**src/rtl/mm_pkg.sv**
```systemverilog
`default_nettype none
// ============================================================================
// Module   : mm_pkg
// Brief    : Shared constants, state encoding and lane helper for the MV path.
// Revision : 1.0
// ============================================================================
package mm_pkg;

    localparam int c_FP32_W  = 32;
    localparam int c_NUM_DEF = 16;
    localparam int c_DW_DEF  = c_FP32_W;

    typedef enum logic [1:0] {
        ST_IDLE    = 2'd0,
        ST_COLLECT = 2'd1,
        ST_DRAIN   = 2'd2
    } state_e;

    // Bit offset of lane 'lane' in a packed word of 'dw'-bit lanes.
    function automatic int lane_lsb(input int lane, input int dw);
        return lane * dw;
    endfunction

endpackage
`default_nettype wire

```
**src/rtl/mv_word_fifo.sv**
```systemverilog
`default_nettype none
// ============================================================================
// Module   : mv_word_fifo
// Brief    : Synchronous FIFO of packed result words; extra pointer MSB for full.
// Revision : 1.0
// ============================================================================
module mv_word_fifo #(
    parameter int WIDTH = 8,
    parameter int DEPTH = 4
) (
    input  logic             clk,
    input  logic             rst_n,
    input  logic             i_push,
    input  logic [WIDTH-1:0] i_wdata,
    input  logic             i_pop,
    output logic [WIDTH-1:0] o_rdata,
    output logic             o_full,
    output logic             o_empty
);
    localparam int c_AW = $clog2(DEPTH);

    logic [WIDTH-1:0] r_mem [DEPTH];
    logic [c_AW:0]    r_wr_ptr;
    logic [c_AW:0]    r_rd_ptr;
    logic             w_do_push;
    logic             w_do_pop;

    assign o_empty   = (r_wr_ptr == r_rd_ptr);
    assign o_full    = (r_wr_ptr[c_AW] != r_rd_ptr[c_AW]) &&
                       (r_wr_ptr[c_AW-1:0] == r_rd_ptr[c_AW-1:0]);
    assign w_do_pop  = i_pop && !o_empty;
    // A pop on the same edge frees the slot, so a push into a full FIFO still lands.
    assign w_do_push = i_push && (!o_full || w_do_pop);
    assign o_rdata   = r_mem[r_rd_ptr[c_AW-1:0]];

    always_ff @(posedge clk) begin
        if (w_do_push) begin
            r_mem[r_wr_ptr[c_AW-1:0]] <= i_wdata;
        end
    end

    always_ff @(posedge clk or negedge rst_n) begin
        if (!rst_n) begin
            r_wr_ptr <= '0;
            r_rd_ptr <= '0;
        end else begin
            if (w_do_push) begin
                r_wr_ptr <= r_wr_ptr + (c_AW+1)'(1);
            end
            if (w_do_pop) begin
                r_rd_ptr <= r_rd_ptr + (c_AW+1)'(1);
            end
        end
    end

endmodule
`default_nettype wire

```
**src/rtl/mv_result_packer.sv**
```systemverilog
`default_nettype none
// ============================================================================
// Module   : mv_result_packer
// Brief    : Packs streamed scalar results into NUM-lane words, buffered for output.
// Revision : 1.0
// ============================================================================
module mv_result_packer
    import mm_pkg::*;
#(
    parameter int NUM   = c_NUM_DEF,
    parameter int DW    = c_DW_DEF,
    parameter int DEPTH = 4
) (
    input  logic              clk,
    input  logic              rst_n,
    input  logic              i_start,
    input  logic [15:0]       i_total_len,
    input  logic              i_res_valid,
    input  logic [DW-1:0]     i_res_data,
    output logic              o_out_valid,
    input  logic              i_out_ready,
    output logic [NUM*DW-1:0] o_out_data,
    output logic [NUM-1:0]    o_out_lane_mask,
    output logic              o_out_last,
    output logic              o_busy,
    output logic              o_done,
    output logic              o_overflow
);
    localparam int              c_LW       = $clog2(NUM);
    localparam int              c_WW       = NUM*DW + NUM + 1;
    localparam logic [c_LW-1:0] c_LANE_MAX = c_LW'(NUM-1);

    state_e              r_state;
    logic [15:0]         r_total_len;
    logic [15:0]         r_rcv_cnt;
    logic [c_LW-1:0]     r_lane_cnt;
    logic [NUM*DW-1:0]   r_asm;
    logic [NUM-1:0]      r_mask;
    logic                r_busy;
    logic                r_done;
    logic                r_overflow;

    logic [NUM*DW-1:0]   w_merged;
    logic [NUM-1:0]      w_mask;
    logic [15:0]         w_rcv_next;
    logic                w_is_last;
    logic                w_complete;
    logic                w_push;
    logic                w_pop;
    logic                w_full;
    logic                w_empty;
    logic [c_WW-1:0]     w_push_word;
    logic [c_WW-1:0]     w_head;

    // Current scalar merged into the assembly word; pushed directly when it completes.
    always_comb begin
        w_merged = r_asm;
        w_mask   = r_mask;
        w_merged[lane_lsb(int'(r_lane_cnt), DW) +: DW] = i_res_data;
        w_mask[r_lane_cnt] = 1'b1;
    end

    assign w_rcv_next  = r_rcv_cnt + 16'd1;
    assign w_is_last   = (w_rcv_next == r_total_len);
    assign w_complete  = (r_lane_cnt == c_LANE_MAX) || w_is_last;
    assign w_push      = (r_state == ST_COLLECT) && i_res_valid && w_complete;
    assign w_pop       = o_out_valid && i_out_ready;
    assign w_push_word = {w_is_last, w_mask, w_merged};

    mv_word_fifo #(
        .WIDTH (c_WW),
        .DEPTH (DEPTH)
    ) u_fifo (
        .clk     (clk),
        .rst_n   (rst_n),
        .i_push  (w_push),
        .i_wdata (w_push_word),
        .i_pop   (w_pop),
        .o_rdata (w_head),
        .o_full  (w_full),
        .o_empty (w_empty)
    );

    assign o_out_valid     = !w_empty;
    assign o_out_data      = w_empty ? '0   : w_head[NUM*DW-1:0];
    assign o_out_lane_mask = w_empty ? '0   : w_head[NUM*DW +: NUM];
    assign o_out_last      = w_empty ? 1'b0 : w_head[c_WW-1];
    assign o_busy          = r_busy;
    assign o_done          = r_done;
    assign o_overflow      = r_overflow;

    always_ff @(posedge clk or negedge rst_n) begin
        if (!rst_n) begin
            r_state     <= ST_IDLE;
            r_total_len <= '0;
            r_rcv_cnt   <= '0;
            r_lane_cnt  <= '0;
            r_asm       <= '0;
            r_mask      <= '0;
            r_busy      <= 1'b0;
            r_done      <= 1'b0;
            r_overflow  <= 1'b0;
        end else begin
            r_done <= 1'b0;
            if (w_push && w_full && !w_pop) begin
                r_overflow <= 1'b1;
            end
            case (r_state)
                ST_IDLE: begin
                    if (i_start) begin
                        r_overflow <= 1'b0;
                        if (i_total_len != 16'd0) begin
                            r_total_len <= i_total_len;
                            r_rcv_cnt   <= '0;
                            r_lane_cnt  <= '0;
                            r_asm       <= '0;
                            r_mask      <= '0;
                            r_busy      <= 1'b1;
                            r_state     <= ST_COLLECT;
                        end else begin
                            r_done <= 1'b1;
                        end
                    end
                end
                ST_COLLECT: begin
                    if (i_res_valid) begin
                        r_rcv_cnt <= w_rcv_next;
                        if (w_complete) begin
                            r_asm      <= '0;
                            r_mask     <= '0;
                            r_lane_cnt <= '0;
                            if (w_is_last) begin
                                r_state <= ST_DRAIN;
                            end
                        end else begin
                            r_asm      <= w_merged;
                            r_mask     <= w_mask;
                            r_lane_cnt <= r_lane_cnt + c_LW'(1);
                        end
                    end
                end
                ST_DRAIN: begin
                    if (w_empty) begin
                        r_busy  <= 1'b0;
                        r_done  <= 1'b1;
                        r_state <= ST_IDLE;
                    end
                end
                default: begin
                    r_state <= ST_IDLE;
                end
            endcase
        end
    end

endmodule
`default_nettype wire

```
**config.mk**
```make
export PLATFORM = sky130hd
export DESIGN_NAME = mv_result_packer
export DESIGN_NICKNAME = d
export VERILOG_FILES = /design/src/rtl/mm_pkg.sv /design/src/rtl/mv_word_fifo.sv /design/src/rtl/mv_result_packer.sv
export SDC_FILE = /design/constraint.sdc
export NUM_CORES = 2
export LEC_CHECK = 0
export BUFFER_PORTS_ARGS = -buffer_cell sky130_fd_sc_hd__buf_2
export CORE_ASPECT_RATIO = 1.4
export CORE_MARGIN = 4
export CORE_UTILIZATION = 60
export DETAILED_ROUTE_END_ITERATION = 12
export MAX_ROUTING_LAYER = met4
export PLACE_DENSITY = 0.89
export SLEW_MARGIN = 20
export SYNTH_ARGS = -nofsm -noshare
export SYNTH_HDL_FRONTEND = slang
export SYNTH_SLANG_ARGS = --single-unit
```
**constraint.sdc**
```tcl
create_clock -name clk -period 17.8 [get_ports clk]
set_input_delay 1.78 -clock clk [delete_from_list [all_inputs] [get_ports clk]]
set_output_delay 1.78 -clock clk [all_outputs]
set_load 0.005 [all_outputs]
```
==> run summary <==
OUTCOME
-------------------------------------------------------------------------------------------------
Run status                                                                           finished clean

CRITICAL PATH
-------------------------------------------------------------------------------------------------
Stage delay of the slowest cell on the critical path                                      0.91 ns
Worst reg2reg path depth                                                                       12
Critical path, cell by cell                                                          ha_1 > nand4_1 > nor3_4 > mux2i_1 > o22ai_1 > or4_4 > a21oi_2 > and2_4 > buf_4 > buf_12 > buf_4 > buf_4
Max FO, Critical Path                                                                         123
Count of cell instances traversed by the critical path                                         12
CP delay by family, top                                                              buffers and inverters
Launching point of the worst reg2reg path                                            r_rcv_cnt[0]$_DFFE_PN0P_
Beginning of the critical path                                                       r_rcv_cnt[0]$_DFFE_PN0P_
Worst setup SP type                                                                     flip-flop
Worst Setup EP                                                                       u_fifo.r_mem[0][365]$_DFFE_PP_
Nature of the critical path endpoint                                                    flip-flop
Capture point of the worst reg-to-reg path                                           u_fifo.r_mem[0][365]$_DFFE_PP_
Critical Path Slowest Stage Cell                                                     sky130_fd_sc_hd__buf_4
Most common cell type on the critical path                                           sky130_fd_sc_hd__buf_4
Required @ worst endpoint                                                                18.29 ns
Buffering stage count on the worst path with inverters included                                 4
Arrival @ worst endpoint                                                                  7.92 ns
R2R Setup Slk                                                                            10.37 ns
Critical path class                                                                       reg2reg

CTS
-------------------------------------------------------------------------------------------------
Clock latency reported for the late side of the worst-skew pair                           0.90 ns
Number of buffers on the longest clock path                                                     3
Clock Sinks                                                                                  2691
Clk slew on worst S/H paths                                                               0.06 ns
Number of buffers created by CTS                                                              226
CTS tree                                                                                    built
# hold bufs at CTS                                                                              0
Total number of H-tree levels                                                                   4
Resized Gates After CTS                                                                         0
Post-CTS Setup Bufs                                                                             0
Clk Tree Root Cell                                                                   sky130_fd_sc_hd__clkbuf_16

DIE
-------------------------------------------------------------------------------------------------
Number of top-level design ports                                                              586
Vertical die dimension                                                                   508.1 um
Number of standard-cell rows in the floorplan                                                 183
Core area                                                                             177700 um^2
DIE WIDTH                                                                                365.2 um
Initial core utilization                                                                   0.6032
Die footprint                                                                         185500 um^2

TIMING
-------------------------------------------------------------------------------------------------
Max-slew headroom at the worst pin                                                         0.1595
Unrepaired setup endpoints after global routing                                                no
Ratio of final minimum period to clock period                                              0.4176
Setup-failing EPs final                                                                         0
Hold Fails Final Rpt                                                                            0
Total negative slack for setup checks                                                        0 ns
Actual transition at the worst max-transition pin                                        1.261 ns
Post-Route Skew                                                                        0.07278 ns
Final Max Tran Viols                                                                            0
Upper clock frequency limit                                                             134.5 MHz
Clock period minus worst slack                                                           7.433 ns

ROUTE
-------------------------------------------------------------------------------------------------
Starting DRT DRC Count                                                                      10133
DRT Wirelength                                                                          306000 um
Wirelength per Cell                                                                      33.16 um
Number of DRC violations after detailed routing                                                 0
Count of TritonRoute iterations in the first routing pass                                       6
Routed vias/inst                                                                            6.937
Post-DRT Antenna Nets                                                                           0
Via count                                                                                   64019

SYNTHESIS
-------------------------------------------------------------------------------------------------
Seq cells post-synth                                                                         2691
Synth Area per Inst                                                                    17.22 um^2
Number of distinct library cell variants in the gate-level netlist after synthesis             55
Number of flops mapped to enable cells by yosys                                              2116
Mapped Area                                                                           107200 um^2
Proportion of synthesized chip area in sequential cells                                    0.7271
Synth Flop Type                                                                      sky130_fd_sc_hd__edfxtp_1
Fraction of registers with async set/reset                                                 0.2137
Total number of yosys warnings                                                                  0
Net Count, Synth                                                                             6290
Count of mapped cells out of synthesis                                                       6224

FINISH
-------------------------------------------------------------------------------------------------
Total Nets Final                                                                             6739
Area growth syn-to-layout                                                                  12.23%
Fraction of final layout cells sized beyond drive strength 1                               0.2441
Design Area, Final                                                                    120300 um^2

POWER
-------------------------------------------------------------------------------------------------
Power share of the clock group                                                              0.265
Static Leak                                                                              43.59 nW
Power per cell area                                                                  164.4 nW/um^2
Peak supply drop                                                                        0.1726 mV
Psw                                                                                      6.709 mW
Sw Share                                                                                   0.3394
Fraction of power consumed by sequential logic                                              0.397
Pint                                                                                     13.06 mW
Proportion of power drawn by combinational gates                                            0.338

PLACED DESIGN
-------------------------------------------------------------------------------------------------
Routability Congestion                                                                     0.8952
Cell area reported after detailed placement                                           112300 um^2
Port Buffer Count                                                                             585
Hpwl dp                                                                                 172400 um

GLOBAL ROUTE
-------------------------------------------------------------------------------------------------
Largest net degree at the start of global routing                                             252
Wire length of the first global-routing pass                                            442200 um
All-Layer GR Usage                                                                         0.3384
Total congestion overflow after global routing                                                  0
Number of antenna violations at the first check in global routing                              31
Number of global-route vias before repair                                                   64584

JOB
-------------------------------------------------------------------------------------------------
Max Cap Viol                                                                                    0

MIN PATH
-------------------------------------------------------------------------------------------------
Path class of the lowest-slack min-delay path                                             reg2reg

-- synth_stat cells (4+ instances only) --
| master | count | area [um^2] |
|---|---|---|
| sky130_fd_sc_hd__nor3b_1 | 4 | 30.03 |
| sky130_fd_sc_hd__a21oi_1 | 18 | 90.09 |
| sky130_fd_sc_hd__a22o_1 | 512 | 4484 |
| sky130_fd_sc_hd__ha_1 | 13 | 162.7 |
| sky130_fd_sc_hd__nor4_1 | 16 | 100.1 |
| sky130_fd_sc_hd__nor2_1 | 37 | 138.9 |
| sky130_fd_sc_hd__a31oi_1 | 9 | 56.30 |
| sky130_fd_sc_hd__dfrtp_1 | 575 | 14390 |
| sky130_fd_sc_hd__and2_1 | 567 | 3547 |
| sky130_fd_sc_hd__o22ai_1 | 4 | 25.02 |
| sky130_fd_sc_hd__nor3_1 | 7 | 35.03 |
| sky130_fd_sc_hd__and3_1 | 8 | 50.05 |
| sky130_fd_sc_hd__nor2b_1 | 9 | 56.30 |
| sky130_fd_sc_hd__o31ai_1 | 66 | 495.5 |
| sky130_fd_sc_hd__o21ai_0 | 447 | 2237 |
| sky130_fd_sc_hd__edfxtp_1 | 2116 | 63540 |
| sky130_fd_sc_hd__xor2_1 | 8 | 70.07 |
| sky130_fd_sc_hd__nand2_1 | 642 | 2410 |
| sky130_fd_sc_hd__mux4_2 | 529 | 11910 |
| sky130_fd_sc_hd__xnor2_1 | 19 | 166.4 |
| sky130_fd_sc_hd__a21o_1 | 13 | 97.59 |
| sky130_fd_sc_hd__buf_1 | 66 | 247.7 |
| sky130_fd_sc_hd__a31o_2 | 8 | 70.07 |
| sky130_fd_sc_hd__buf_2 | 30 | 150.1 |
| sky130_fd_sc_hd__nand2b_1 | 9 | 56.30 |
| sky130_fd_sc_hd__nand3_1 | 17 | 85.08 |
| sky130_fd_sc_hd__inv_1 | 8 | 30.03 |
| sky130_fd_sc_hd__buf_6 | 8 | 90.09 |
| sky130_fd_sc_hd__nand4_1 | 8 | 50.05 |
| sky130_fd_sc_hd__mux2_2 | 52 | 585.6 |
| sky130_fd_sc_hd__clkbuf_1 | 362 | 1359 |
-- metal layers --
metal | track usage | routed length, um | up-vias
met5 | - | 0 | -
met4 | 0.1621 | 17610 | 0
met3 | 0.1136 | 40610 | 1090
met2 | 0.5218 | 149200 | 5422
met1 | 0.4055 | 98590 | 32353
li1 | - | - | 25154
-- through the flow --
stage	worst slack, ns	hold WS [ns]	util	cells	power [mW]
after global placement	10.58	0.4751	0.6317	8756	14.17
after floorplan	2.381	0.4519	-	6224	11.60
after global routing	9.885	0.5060	0.6768	9219	20.48
final	10.37	0.4944	0.6769	9229	19.77
after detailed placement	10.34	0.4816	0.6318	8756	14.39
after CTS	10.24	0.4952	0.6762	9188	19.68
-- worst min path at each step --
stage	slack (ns)	cells after the start	endpoint	startpoint
after floorplan	0.45	1	o_done$_DFF_PN0_	r_state[0]$_DFFE_PN0P_
after global placement	0.48	1	r_mask[15]$_DFFE_PN0P_	r_mask[15]$_DFFE_PN0P_
after detailed placement	0.48	1	r_asm[157]$_DFFE_PN0P_	r_asm[157]$_DFFE_PN0P_
after CTS	0.50	1	u_fifo.r_wr_ptr[2]$_DFFE_PN0P_	u_fifo.r_wr_ptr[2]$_DFFE_PN0P_
after global routing	0.51	1	u_fifo.r_rd_ptr[2]$_DFFE_PN0P_	u_fifo.r_rd_ptr[2]$_DFFE_PN0P_
final	0.49	1	u_fifo.r_wr_ptr[2]$_DFFE_PN0P_	u_fifo.r_wr_ptr[2]$_DFFE_PN0P_
-- state kept, by name, summed over array words and instances, names as in the netlist --
name / cells
o_busy: 1
u_fifo.r_mem: 2116
r_lane_cnt: 4
u_fifo.r_wr_ptr: 3
u_fifo.r_rd_ptr: 3
o_overflow: 1
r_total_len: 16
r_state: 2
r_asm: 512
r_mask: 16
r_rcv_cnt: 16
o_done: 1
-- layout by cell type (no fill, tap or decap), types with 9 or more instances in the layout --
| cell | instances |
|---|---|
| sky130_fd_sc_hd__a21o_1 | 13 |
| sky130_fd_sc_hd__a21oi_1 | 18 |
| sky130_fd_sc_hd__a22o_1 | 512 |
| sky130_fd_sc_hd__a31o_2 | 11 |
| sky130_fd_sc_hd__and2_1 | 563 |
| sky130_fd_sc_hd__buf_12 | 13 |
| sky130_fd_sc_hd__buf_2 | 584 |
| sky130_fd_sc_hd__buf_4 | 87 |
| sky130_fd_sc_hd__bufinv_16 | 27 |
| sky130_fd_sc_hd__clkbuf_1 | 56 |
| sky130_fd_sc_hd__clkbuf_16 | 232 |
| sky130_fd_sc_hd__clkbuf_8 | 21 |
| sky130_fd_sc_hd__clkinv_1 | 24 |
| sky130_fd_sc_hd__clkinv_2 | 35 |
| sky130_fd_sc_hd__clkinvlp_4 | 12 |
| sky130_fd_sc_hd__dfrtp_1 | 573 |
| sky130_fd_sc_hd__diode_2 | 40 |
| sky130_fd_sc_hd__edfxtp_1 | 2116 |
| sky130_fd_sc_hd__ha_1 | 12 |
| sky130_fd_sc_hd__mux2_2 | 52 |
| sky130_fd_sc_hd__mux4_2 | 529 |
| sky130_fd_sc_hd__nand2_1 | 626 |
| sky130_fd_sc_hd__nand2_2 | 16 |
| sky130_fd_sc_hd__nand2b_1 | 9 |
| sky130_fd_sc_hd__nand3_1 | 17 |
| sky130_fd_sc_hd__nor2_1 | 35 |
| sky130_fd_sc_hd__nor2b_1 | 9 |
| sky130_fd_sc_hd__nor4_2 | 9 |
| sky130_fd_sc_hd__o21ai_0 | 446 |
| sky130_fd_sc_hd__o31ai_1 | 66 |
| sky130_fd_sc_hd__xnor2_1 | 19 |
-- cell type report --
class	count	area, um^2
sequential	2691	77940
antenna	40	100.1
inverter	8	45.04
multi-input combinational	3059	27520
fill	10484	57400
clock inverter	123	1589
timing repair buffer	687	3890
clock buffer	309	6305
tap	2312	2893
-- kinds of logic (layout without fill, tap and decap cells) --
family          count (synthesis)  after routing  synth area share
flops                        2691           2691            0.7271
fa+ha+maj                      13             13          0.001518
xor+xnor                       27             27          0.002207
buf+inv                       474           1127           0.01751
mux                           584            584            0.1169
compound gates               1096           1096           0.07227
simple gates                 1339           1339           0.06245
other cells                     0             40                 0
-- worst register-to-register path, stage by stage (launching register included) --
cell and delay, ns:
sky130_fd_sc_hd__dfrtp_1 0.59, sky130_fd_sc_hd__ha_1 0.38, sky130_fd_sc_hd__nand4_1 0.35, sky130_fd_sc_hd__nor3_4 0.40, sky130_fd_sc_hd__mux2i_1 0.31, sky130_fd_sc_hd__o22ai_1 0.15
sky130_fd_sc_hd__or4_4 0.66, sky130_fd_sc_hd__a21oi_2 0.31, sky130_fd_sc_hd__and2_4 0.64, sky130_fd_sc_hd__buf_4 0.77, sky130_fd_sc_hd__buf_12 0.59, sky130_fd_sc_hd__buf_4 0.82
sky130_fd_sc_hd__buf_4 0.93
-- power by group through the flow --
stage          sequential [mW]  combinational (mW)  clock, mW
2_1_floorplan             7.84                3.76          0
3_3_place_gp              7.91                6.26          0
3_5_place_dp              7.94                6.45          0
4_1_cts                   7.84                6.59       5.26
5_1_grt                   7.88                7.07       5.53
6_report                  7.86                6.67       5.24
Power figures use the tool's default switching activity.
